==> src/rtl/mtr_duty_ramp.sv <==
// Slew-limited duty feeder for the left/right motor PWM generators; duty moves only on the PWM period wrap.
// Optional build macro DUTY_DEADBAND_EN snaps small speed commands (|spd| < DEADBAND) to the stop duty.
module mtr_duty_ramp #(
  parameter int STEP     = 16,
  parameter int DEADBAND = 8
) (
  input  logic        clk,
  input  logic        rst_n,
  input  logic [10:0] lft_spd,
  input  logic [10:0] rght_spd,
  input  logic        spd_vld,
  input  logic        brake,
  output logic [10:0] lft_duty,
  output logic [10:0] rght_duty,
  output logic        upd,
  output logic        at_target
);

  localparam logic [10:0] MID    = 11'h400;
  localparam logic [11:0] STEP_W = 12'(STEP);

  if (STEP < 1 || STEP > 1023 || DEADBAND < 0) begin : g_param_chk
    $error("mtr_duty_ramp: STEP must be 1..1023 and DEADBAND non-negative");
  end

  logic [10:0] r_cnt;
  logic        r_upd;
  logic [10:0] r_lft_tgt;
  logic [10:0] r_rght_tgt;
  logic [10:0] r_lft_duty;
  logic [10:0] r_rght_duty;
  logic        r_at_tgt;

  logic        w_tick;
  logic [10:0] w_lft_new_tgt;
  logic [10:0] w_rght_new_tgt;
  logic [10:0] w_lft_next_duty;
  logic [10:0] w_rght_next_duty;

  // -1024 has no positive twin, so clip it to keep the target inside 1..2047.
  function automatic logic [10:0] spd_to_tgt(input logic [10:0] spd);
    logic [10:0] sat;
`ifdef DUTY_DEADBAND_EN
    logic [10:0] mag;
`endif
    sat = (spd == 11'h400) ? 11'h401 : spd;
`ifdef DUTY_DEADBAND_EN
    mag = sat[10] ? (~sat + 11'd1) : sat;
    if (mag < 11'(DEADBAND)) sat = '0;
`endif
    return MID + sat;
  endfunction

  function automatic logic [10:0] ramp(input logic [10:0] duty, input logic [10:0] tgt);
    logic [11:0] diff;
    logic [11:0] mag;
    diff = {1'b0, tgt} - {1'b0, duty};
    mag  = diff[11] ? (~diff + 12'd1) : diff;
    if (mag <= STEP_W)  return tgt;
    else if (!diff[11]) return duty + STEP_W[10:0];
    else                return duty - STEP_W[10:0];
  endfunction

  assign w_tick           = (r_cnt == 11'h7FF);
  assign w_lft_new_tgt    = spd_to_tgt(lft_spd);
  assign w_rght_new_tgt   = spd_to_tgt(rght_spd);
  assign w_lft_next_duty  = ramp(r_lft_duty, r_lft_tgt);
  assign w_rght_next_duty = ramp(r_rght_duty, r_rght_tgt);

  // Ramp uses the pre-edge targets, so a capture on the tick edge applies from the next tick.
  always_ff @(posedge clk or negedge rst_n) begin
    if (!rst_n) begin
      r_cnt       <= '0;
      r_upd       <= 1'b0;
      r_lft_tgt   <= MID;
      r_rght_tgt  <= MID;
      r_lft_duty  <= MID;
      r_rght_duty <= MID;
      r_at_tgt    <= 1'b1;
    end else begin
      r_cnt    <= r_cnt + 11'd1;
      r_upd    <= w_tick;
      r_at_tgt <= (r_lft_duty == r_lft_tgt) && (r_rght_duty == r_rght_tgt);
      if (brake) begin
        r_lft_tgt  <= MID;
        r_rght_tgt <= MID;
      end else if (spd_vld) begin
        r_lft_tgt  <= w_lft_new_tgt;
        r_rght_tgt <= w_rght_new_tgt;
      end
      if (w_tick) begin
        r_lft_duty  <= w_lft_next_duty;
        r_rght_duty <= w_rght_next_duty;
      end
    end
  end

  assign lft_duty  = r_lft_duty;
  assign rght_duty = r_rght_duty;
  assign upd       = r_upd;
  assign at_target = r_at_tgt;

endmodule

==> config.mk <==
export PLATFORM = sky130hd
export DESIGN_NAME = mtr_duty_ramp
export DESIGN_NICKNAME = d
export VERILOG_FILES = /design/src/rtl/mtr_duty_ramp.sv
export SDC_FILE = /design/constraint.sdc
export NUM_CORES = 1
export LEC_CHECK = 0
export ABC_AREA = 1
export BUFFER_PORTS_ARGS = -buffer_cell sky130_fd_sc_hd__buf_2
export CORE_MARGIN = 2
export CORE_UTILIZATION = 40
export CTS_BUF_LIST = sky130_fd_sc_hd__clkbuf_16
export DETAILED_ROUTE_END_ITERATION = 12
export PLACE_DENSITY = 0.54
export SYNTH_ARGS = -nofsm -noshare
export SYNTH_HDL_FRONTEND = slang
export SYNTH_SLANG_ARGS = --single-unit
==> constraint.sdc <==
create_clock -name clk -period 5.4 [get_ports clk]
set_input_delay 0.27 -clock clk [delete_from_list [all_inputs] [get_ports clk]]
set_output_delay 0.27 -clock clk [all_outputs]
set_load 0.02 [all_outputs]
==> results of run 1 <==
logic make-up after synthesis:
group / synth area share [%]
adders and majority gates: 10.4
xor gates and xnor gates: 3.35
DFF: 28.9
AOI/OAI and AO/OA: 6.68
buffers and inverters: 10.8
and+or+nand+nor: 39.9
cell usage in the layout, fill, tap and decap left out, drive strengths merged, types with 4 or more instances in the layout:
cell type and n:
a21oi 19, buf 51, clkbuf 9, dfrtp 52, dfstp 5, fa 4, ha 35, inv 132
nand2 223, nand3 100, nand3b 7, nand4 23, nor2 51, nor3 6, nor4 4, o21ai 23
o22ai 7, xor2 18
registers in the layout (all words and copies together), names as in the netlist:
register	flops
r_rght_tgt	11
at_target	1
r_lft_tgt	11
rght_duty	11
upd	1
lft_duty	11
r_cnt	11
area by class of cell:
cell class,count,area [um^2]
clock buffers,9,225
inverters,128,480
well taps,168,210
multi-input cells,533,2990
fillers,1239,6430
flip-flops and latches,57,1430
repair buffers,51,260
clock inverters,7,32.5
worst max-delay path by stage:
stage | cells after the start | to
global route | 20 | lft_duty[10]$_DFFE_PN1P_
global placement | 17 | lft_duty[10]$_DFFE_PN1P_
CTS | 20 | lft_duty[10]$_DFFE_PN1P_
finish | 20 | lft_duty[10]$_DFFE_PN1P_
detailed placement | 20 | lft_duty[10]$_DFFE_PN1P_
floorplan | 21 | lft_duty[10]$_DFFE_PN1P_
per-layer routing:
layer / vias to the layer above / wire length, um
met4: 0 / 214
met2: 91 / 5820
met3: 14 / 629
met5: - / 0
met1: 2148 / 6760
li1: 2450 / -
power breakdown:
part,internal [W],leakage (nW),switching [W]
logic,0.000117,2.18,0.000255
clock network,0.000302,0.140,0.000206
registers,0.000438,0.751,0.00000774
total,0.000856,3.07,0.000469
stage by stage:
step           setup WS, ns  power [W]  utilization [%]  cells  instance area, um^2
6_report               1.71    0.00133             46.7    953                 5640
5_1_grt                1.25    0.00141             46.7    953                 5640
4_1_cts                1.68    0.00134             46.7    953                 5640
3_5_place_dp           1.70   0.000823             44.6    937                 5380
3_3_place_gp           1.87   0.000818             44.6    937                 5380
2_1_floorplan          2.34   0.000732                -    728                 4960
worst reg2reg max path: stages (launching register included):
cell and delay [ns]:
sky130_fd_sc_hd__dfrtp_1 0.39, sky130_fd_sc_hd__inv_1 0.10, sky130_fd_sc_hd__ha_1 0.39, sky130_fd_sc_hd__nand2_1 0.15, sky130_fd_sc_hd__inv_1 0.05, sky130_fd_sc_hd__nand2_1 0.06, sky130_fd_sc_hd__nand2_1 0.06, sky130_fd_sc_hd__nand2_1 0.05
sky130_fd_sc_hd__nand2_1 0.05, sky130_fd_sc_hd__nor2_2 0.54, sky130_fd_sc_hd__inv_1 0.22, sky130_fd_sc_hd__fa_1 0.45, sky130_fd_sc_hd__o21ai_0 0.31, sky130_fd_sc_hd__a21oi_1 0.11, sky130_fd_sc_hd__nor2_1 0.11, sky130_fd_sc_hd__nor2_1 0.06
sky130_fd_sc_hd__xor2_1 0.16, sky130_fd_sc_hd__o21ai_0 0.10, sky130_fd_sc_hd__a21oi_1 0.14, sky130_fd_sc_hd__nand2_1 0.06, sky130_fd_sc_hd__nand3_1 0.07
==> impl_metrics.csv, run 1 <==
group,metric,value,unit
logic_synthesis,yosys_register_bits,57,
worst_setup_path,critPathSlowestCell,"sky130_fd_sc_hd__nor2_2",
logic_synthesis,synth_area_leader,"sky130_fd_sc_hd__dfrtp_1",
sta,final.setup.tns,0,ns
detailed_routing,detail_route.drc_violations,0,
logic_synthesis,ys_seq_area_share,28.9,%
logic_synthesis,synth_commonest_cells,"sky130_fd_sc_hd__nand2_1, sky130_fd_sc_hd__inv_1, sky130_fd_sc_hd__nand3_1",
detailed_routing,route.final.wire_length,13400,um
sta,report.final.slew_viol_count,0,
worst_setup_path,crit_path_cell_trace,"inv_1 > ha_1 > nand2_1 > inv_1 > nand2_1 > nand2_1 > nand2_1 > nand2_1 > nor2_2 > inv_1 > fa_1 > o21ai_0 > a21oi_1 > nor2_1 > nor2_1 > xor2_1 > o21ai_0 > a21oi_1 > nand2_1 > nand3_1",
sta,fmaxAchievable,271,MHz
cts,cts_buffer_depth,2,
sta,fin_crit_sh,68.3,%
grt,grt_first_pass_wirelength,22400,um
worst_setup_path,required,5.67,ns
job,maxCapViolCount,0,
sta,setup_viol,0,
run_status,outcome,"completed",
logic_synthesis,mapped_cell_area,4960,um^2
detailed_routing,routed-via-count,4703,
floorplanning,num_rows,40,
finish,post_route_cells_drive_above_1_share,15.5,%
placement,numPortBuffers,49,
grt,globalRouteMet3Util,3.43,%
logic_synthesis,synth_nets,793,
logic_synthesis,synth_cells,728,
placement,detailed_place_hpwl,10500,um
detailed_routing,avgViaCountPerCell,4.93,
worst_setup_path,critical_path.reg2reg.endpoint,"lft_duty[10]$_DFFE_PN1P_",
worst_setup_path,timing.critical_path.from_type,"flip-flop",
cts,clock_sinks,57,
grt,grt_antenna_before_repair,0,
grt,busiest_layer,"met2",
floorplanning,floorplan.initialDensity,41.1,%
logic_synthesis,dominantRegCellSynth,"sky130_fd_sc_hd__dfrtp_1",
worst_setup_path,worstRegToRegCells,20,
floorplanning,die_x,115,um
finish,fin_nets,845,
worst_setup_path,setup.reg_to_reg.worst_slack,1.71,ns
grt,grt_pass1_vias,4585,
cts,htree_levels,3,
worst_setup_path,timing.rr.start,"lft_duty[5]$_DFFE_PN0P_",
cts,buffers_inserted_by_post_cts_timing_repair,0,
floorplanning,ioPinCount,50,
cts,clk_root_buffer_cell,"sky130_fd_sc_hd__clkbuf_16",
grt,grt.total_usage,21.4,%
cts,tritoncts_clock_tree,"done",
logic_synthesis,yosys_warnings,0,
sta,unrepaired_setup_endpoints_after_global_routing,"no",
logic_synthesis,synth_edf_count,0,
grt,grt_start_max_net_pins,58,
detailed_routing,drt-pass1-iter-count,4,
worst_setup_path,critical_path.endpoint_type,"flip-flop",
power_and_ir_drop,power_density,235,nW/um^2
grt,total_congestion_overflow_after_global_routing,0,
finish,antenna_cells,0,
worst_setup_path,crit_family,"simple AND/OR/NAND/NOR gates",
sta,slew-limit-headroom,48.2,%
placement,place.gp.congestion,0.893,
grt,grt_use_met2,32.3,%
logic_synthesis,post-synth-top-area-fraction,26.2,%
power_and_ir_drop,vdd_drop_max,0.184,mV
cts,worst_skew_pair.late_latency,0.33,ns
worst_setup_path,highest_fanout_seen_on_the_critical_path,17,
worst_setup_path,timing.critical_path.buf_inv,3,
finish,areaGrowthSynthToFinish,13.6,%
floorplanning,chipHeight,115,um
cts,cts.hold.buffers_added,0,
cts,cts-buffers-inserted,9,
logic_synthesis,netlist_top_cells_area,"sky130_fd_sc_hd__dfrtp_1, sky130_fd_sc_hd__nand2_1, sky130_fd_sc_hd__nand3_1",
logic_synthesis,asyncSetResetFlopFracSynth,100,%
logic_synthesis,post_synth.cell_area_avg,6.82,um^2
worst_setup_path,timing.critical_path.from,"lft_duty[5]$_DFFE_PN0P_",
worst_setup_path,timing.critical_path.mode_cell,"sky130_fd_sc_hd__nand2_1",
cts,post_cts_resized,0,
sta,post-route-min-period,3.69,ns
power_and_ir_drop,cellLeakagePower,3.07,nW
detailed_routing,dr.first_iter.drc_count,221,
logic_synthesis,yosys.cell_count.top_type,"sky130_fd_sc_hd__nand2_1",
worst_setup_path,worst-endpoint-arrival,3.96,ns
sta,final.hold.worst_slack,0.0774,ns
floorplanning,design.core.area,12100,um^2
detailed_routing,number_of_routed_nets_with_antenna_violations,0,
detailed_routing,detail_route.wl_per_cell,14.1,um
sta,worst_slew_pin_slew,0.770,ns
sta,report.final.hold_viol_count,0,
worst_setup_path,crit_path_largest_cell_delay,0.54,ns
cts,path_clk_slew,0.05,ns
worst_setup_path,critical_path_class,"reg -> reg",
sta,clock_skews,0.00943,ns
grt,grt_use_met1,31.3,%
floorplanning,die_area,13300,um^2
min_path,worst_hold_path_type,"in -> async",
logic_synthesis,synth.lib_cells_used.distinct,41,
(Power assumes the default switching activity.)
==> run 2: changes to the inputs <==
==> constraint.sdc (replaced) <==
create_clock -name clk -period 3.8 [get_ports clk]
set_input_delay 0.19 -clock clk [delete_from_list [all_inputs] [get_ports clk]]
set_output_delay 0.19 -clock clk [all_outputs]
set_load 0.02 [all_outputs]
==> run 2 against run 1 <==
The run now ends with hold timing left. Die area unchanged. Fmax grew 9.3%. Cell area increased by 0.91%. Power is 48% higher. Highest routed layer unchanged. Clock-buffer cell count is the same. Setup slack worse by 1.3 ns.
==> impl_metrics.csv, run 2 (synthesis results as in run 1) <==
group,metric,value,unit
run_status,outcome,"complete, but fails checks",
run_status,failed_checks,"hold timing",
sta,worst_slew_pin_slew,0.797,ns
cts,path_clk_slew,0.05,ns
detailed_routing,routed-via-count,4773,
worst_setup_path,worstRegToRegCells,17,
sta,report.final.hold_viol_count,6,
cts,clk_root_buffer_cell,"sky130_fd_sc_hd__clkbuf_16",
finish,final_common_cell,"sky130_fd_sc_hd__nand2_1",
power_and_ir_drop,cellLeakagePower,3.08,nW
finish,post_route_cells_drive_above_1_share,15.9,%
floorplanning,die_x,115,um
job,maxCapViolCount,0,
finish,layout.cells.non_filler,954,
finish,areaGrowthSynthToFinish,14.6,%
worst_setup_path,crit_path_cell_trace,"inv_1 > ha_1 > a21o_1 > nor2_1 > nand2_1 > nor2_2 > inv_1 > fa_1 > o21ai_0 > a21oi_1 > nor2_1 > nor2_1 > xor2_1 > o21ai_0 > a21oi_1 > nand2_1 > nand3_1",
floorplanning,die_area,13300,um^2
worst_setup_path,worst-endpoint-arrival,3.64,ns
sta,clock_skews,0.00997,ns
cts,clock_sinks,57,
sta,fin_crit_sh,88.8,%
floorplanning,ioPinCount,50,
floorplanning,chipHeight,115,um
worst_setup_path,cp_num_cells,17,
floorplanning,floorplan.initialDensity,41.1,%
worst_setup_path,critical_path.endpoint_type,"flip-flop",
sta,fmaxAchievable,296,MHz
worst_setup_path,crit_family,"compound AO/OA/AOI/OAI gates",
worst_setup_path,crit_path_largest_cell_delay,0.58,ns
finish,fin_nets,846,
grt,grt_start_max_net_pins,58,
finish,final.fill_count,1231,
finish,antenna_cells,0,
grt,grt_antenna_before_repair,0,
placement,place.gp.congestion,0.884,
finish,multiInputGateArea,3000,um^2
detailed_routing,avgViaCountPerCell,5.00,
finish,final-seq-area,1430,um^2
power_and_ir_drop,power_density,345,nW/um^2
cts,post_cts_resized,0,
power_and_ir_drop,vdd_drop_max,0.219,mV
worst_setup_path,timing.critical_path.mode_cell,"sky130_fd_sc_hd__nor2_1",
worst_setup_path,timing.rr.start,"lft_duty[10]$_DFFE_PN1P_",
placement,numPortBuffers,49,
floorplanning,design.core.area,12100,um^2
worst_setup_path,highest_fanout_seen_on_the_critical_path,7,
worst_setup_path,timing.critical_path.from_type,"flip-flop",
cts,htree_levels,3,
sta,report.final.slew_viol_count,0,
grt,grt.total_usage,21.3,%
cts,buffers_inserted_by_post_cts_timing_repair,0,
sta,post-route-min-period,3.37,ns
detailed_routing,detail_route.wl_per_cell,13.7,um
cts,cts_buffer_depth,2,
sta,setup_viol,0,
worst_setup_path,critPathSlowestCell,"sky130_fd_sc_hd__dfstp_2",
floorplanning,num_rows,40,
worst_setup_path,setup.reg_to_reg.worst_slack,0.43,ns
cts,tritoncts_clock_tree,"done",
min_path,worst_hold_path_type,"in -> async",
sta,final.setup.tns,0,ns
grt,grt_first_pass_wirelength,22200,um
worst_setup_path,critical_path.reg2reg.endpoint,"lft_duty[10]$_DFFE_PN1P_",
worst_setup_path,critical_path_class,"reg -> reg",
cts,cts.hold.buffers_added,0,
cts,cts-buffers-inserted,9,
detailed_routing,drt-pass1-iter-count,6,
sta,slew-limit-headroom,46.4,%
sta,final.hold.worst_slack,-0.0148,ns
detailed_routing,dr.first_iter.drc_count,289,
worst_setup_path,required,4.07,ns
detailed_routing,route.final.wire_length,13100,um
detailed_routing,number_of_routed_nets_with_antenna_violations,0,
finish,layout.cells.most_common_list,"sky130_fd_sc_hd__nand2_1, sky130_fd_sc_hd__inv_1, sky130_fd_sc_hd__nand3_1",
placement,numPlacedInstances,938,
grt,grt_pass1_vias,4505,
sta,unrepaired_setup_endpoints_after_global_routing,"no",
placement,detailed_place_hpwl,10200,um
grt,total_congestion_overflow_after_global_routing,0,
detailed_routing,detail_route.drc_violations,0,
cts,worst_skew_pair.late_latency,0.33,ns
worst_setup_path,timing.critical_path.buf_inv,2,
==> run 2: routing by layer <==
layer	wire length [um]	track usage, %
met5	0	0
met4	213	7.47
met3	746	4.01
met2	5570	31.4
met1	6580	31.0
==> run 2: worst max path at each step <==
stage	from	endpoint	slack [ns]
6_report	lft_duty[10]$_DFFE_PN1P_	lft_duty[10]$_DFFE_PN1P_	0.43
5_1_grt	lft_duty[10]$_DFFE_PN1P_	lft_duty[10]$_DFFE_PN1P_	0.08
4_1_cts	rght_duty[10]$_DFFE_PN1P_	rght_duty[9]$_DFFE_PN0P_	0.37
3_5_place_dp	rght_duty[10]$_DFFE_PN1P_	rght_duty[9]$_DFFE_PN0P_	0.41
3_3_place_gp	lft_duty[10]$_DFFE_PN1P_	lft_duty[10]$_DFFE_PN1P_	0.47
2_1_floorplan	lft_duty[5]$_DFFE_PN0P_	lft_duty[10]$_DFFE_PN1P_	0.74
==> run 2: layout make-up <==
type | instances | share of cell area (%)
Clock buffer | 9 | 3.96
Clock inverter | 7 | 1.25
Inverter | 128 | 8.45
Multi-Input combinational cell | 533 | 52.7
Sequential cell | 57 | 25.2
Tap cell | 168 | 3.70
Timing Repair Buffer | 52 | 4.71
==> run 2: worst reg2reg max path, stage by stage (launching register included) <==
cell and delay [ns]:
sky130_fd_sc_hd__dfstp_2 0.58, sky130_fd_sc_hd__inv_1 0.06, sky130_fd_sc_hd__ha_1 0.34, sky130_fd_sc_hd__a21o_1 0.19, sky130_fd_sc_hd__nor2_1 0.14, sky130_fd_sc_hd__nand2_1 0.08, sky130_fd_sc_hd__nor2_2 0.28, sky130_fd_sc_hd__inv_1 0.16
sky130_fd_sc_hd__fa_1 0.43, sky130_fd_sc_hd__o21ai_0 0.28, sky130_fd_sc_hd__a21oi_1 0.11, sky130_fd_sc_hd__nor2_1 0.09, sky130_fd_sc_hd__nor2_1 0.05, sky130_fd_sc_hd__xor2_1 0.15, sky130_fd_sc_hd__o21ai_0 0.09, sky130_fd_sc_hd__a21oi_1 0.14
sky130_fd_sc_hd__nand2_1 0.07, sky130_fd_sc_hd__nand3_1 0.06
==> run 2: stage by stage <==
| step | hold slack [ns] | utilization, % | instance area, um^2 | power (W) | worst slack, ns |
|---|---|---|---|---|---|
| final | -0.0148 | 47.1 | 5690 | 0.00196 | 0.427 |
| after global routing | 0.0659 | 47.1 | 5690 | 0.00209 | 0.0788 |
| after global placement | 0.378 | 44.6 | 5390 | 0.00116 | 0.465 |
| after detailed placement | 0.387 | 44.6 | 5390 | 0.00117 | 0.413 |
| after CTS | 0.0367 | 47.1 | 5680 | 0.00199 | 0.365 |
| after floorplan | -0.106 | - | 4960 | 0.00104 | 0.735 |
==> run 2: where the power goes <==
group / internal [W] / leakage (nW) / switching, W / total (W)
clock network: 0.000505 / 0.141 / 0.000298 / 0.000804
registers: 0.000622 / 0.751 / 0.0000114 / 0.000633
logic: 0.000167 / 2.18 / 0.000359 / 0.000526
total: 0.00129 / 3.08 / 0.000669 / 0.00196
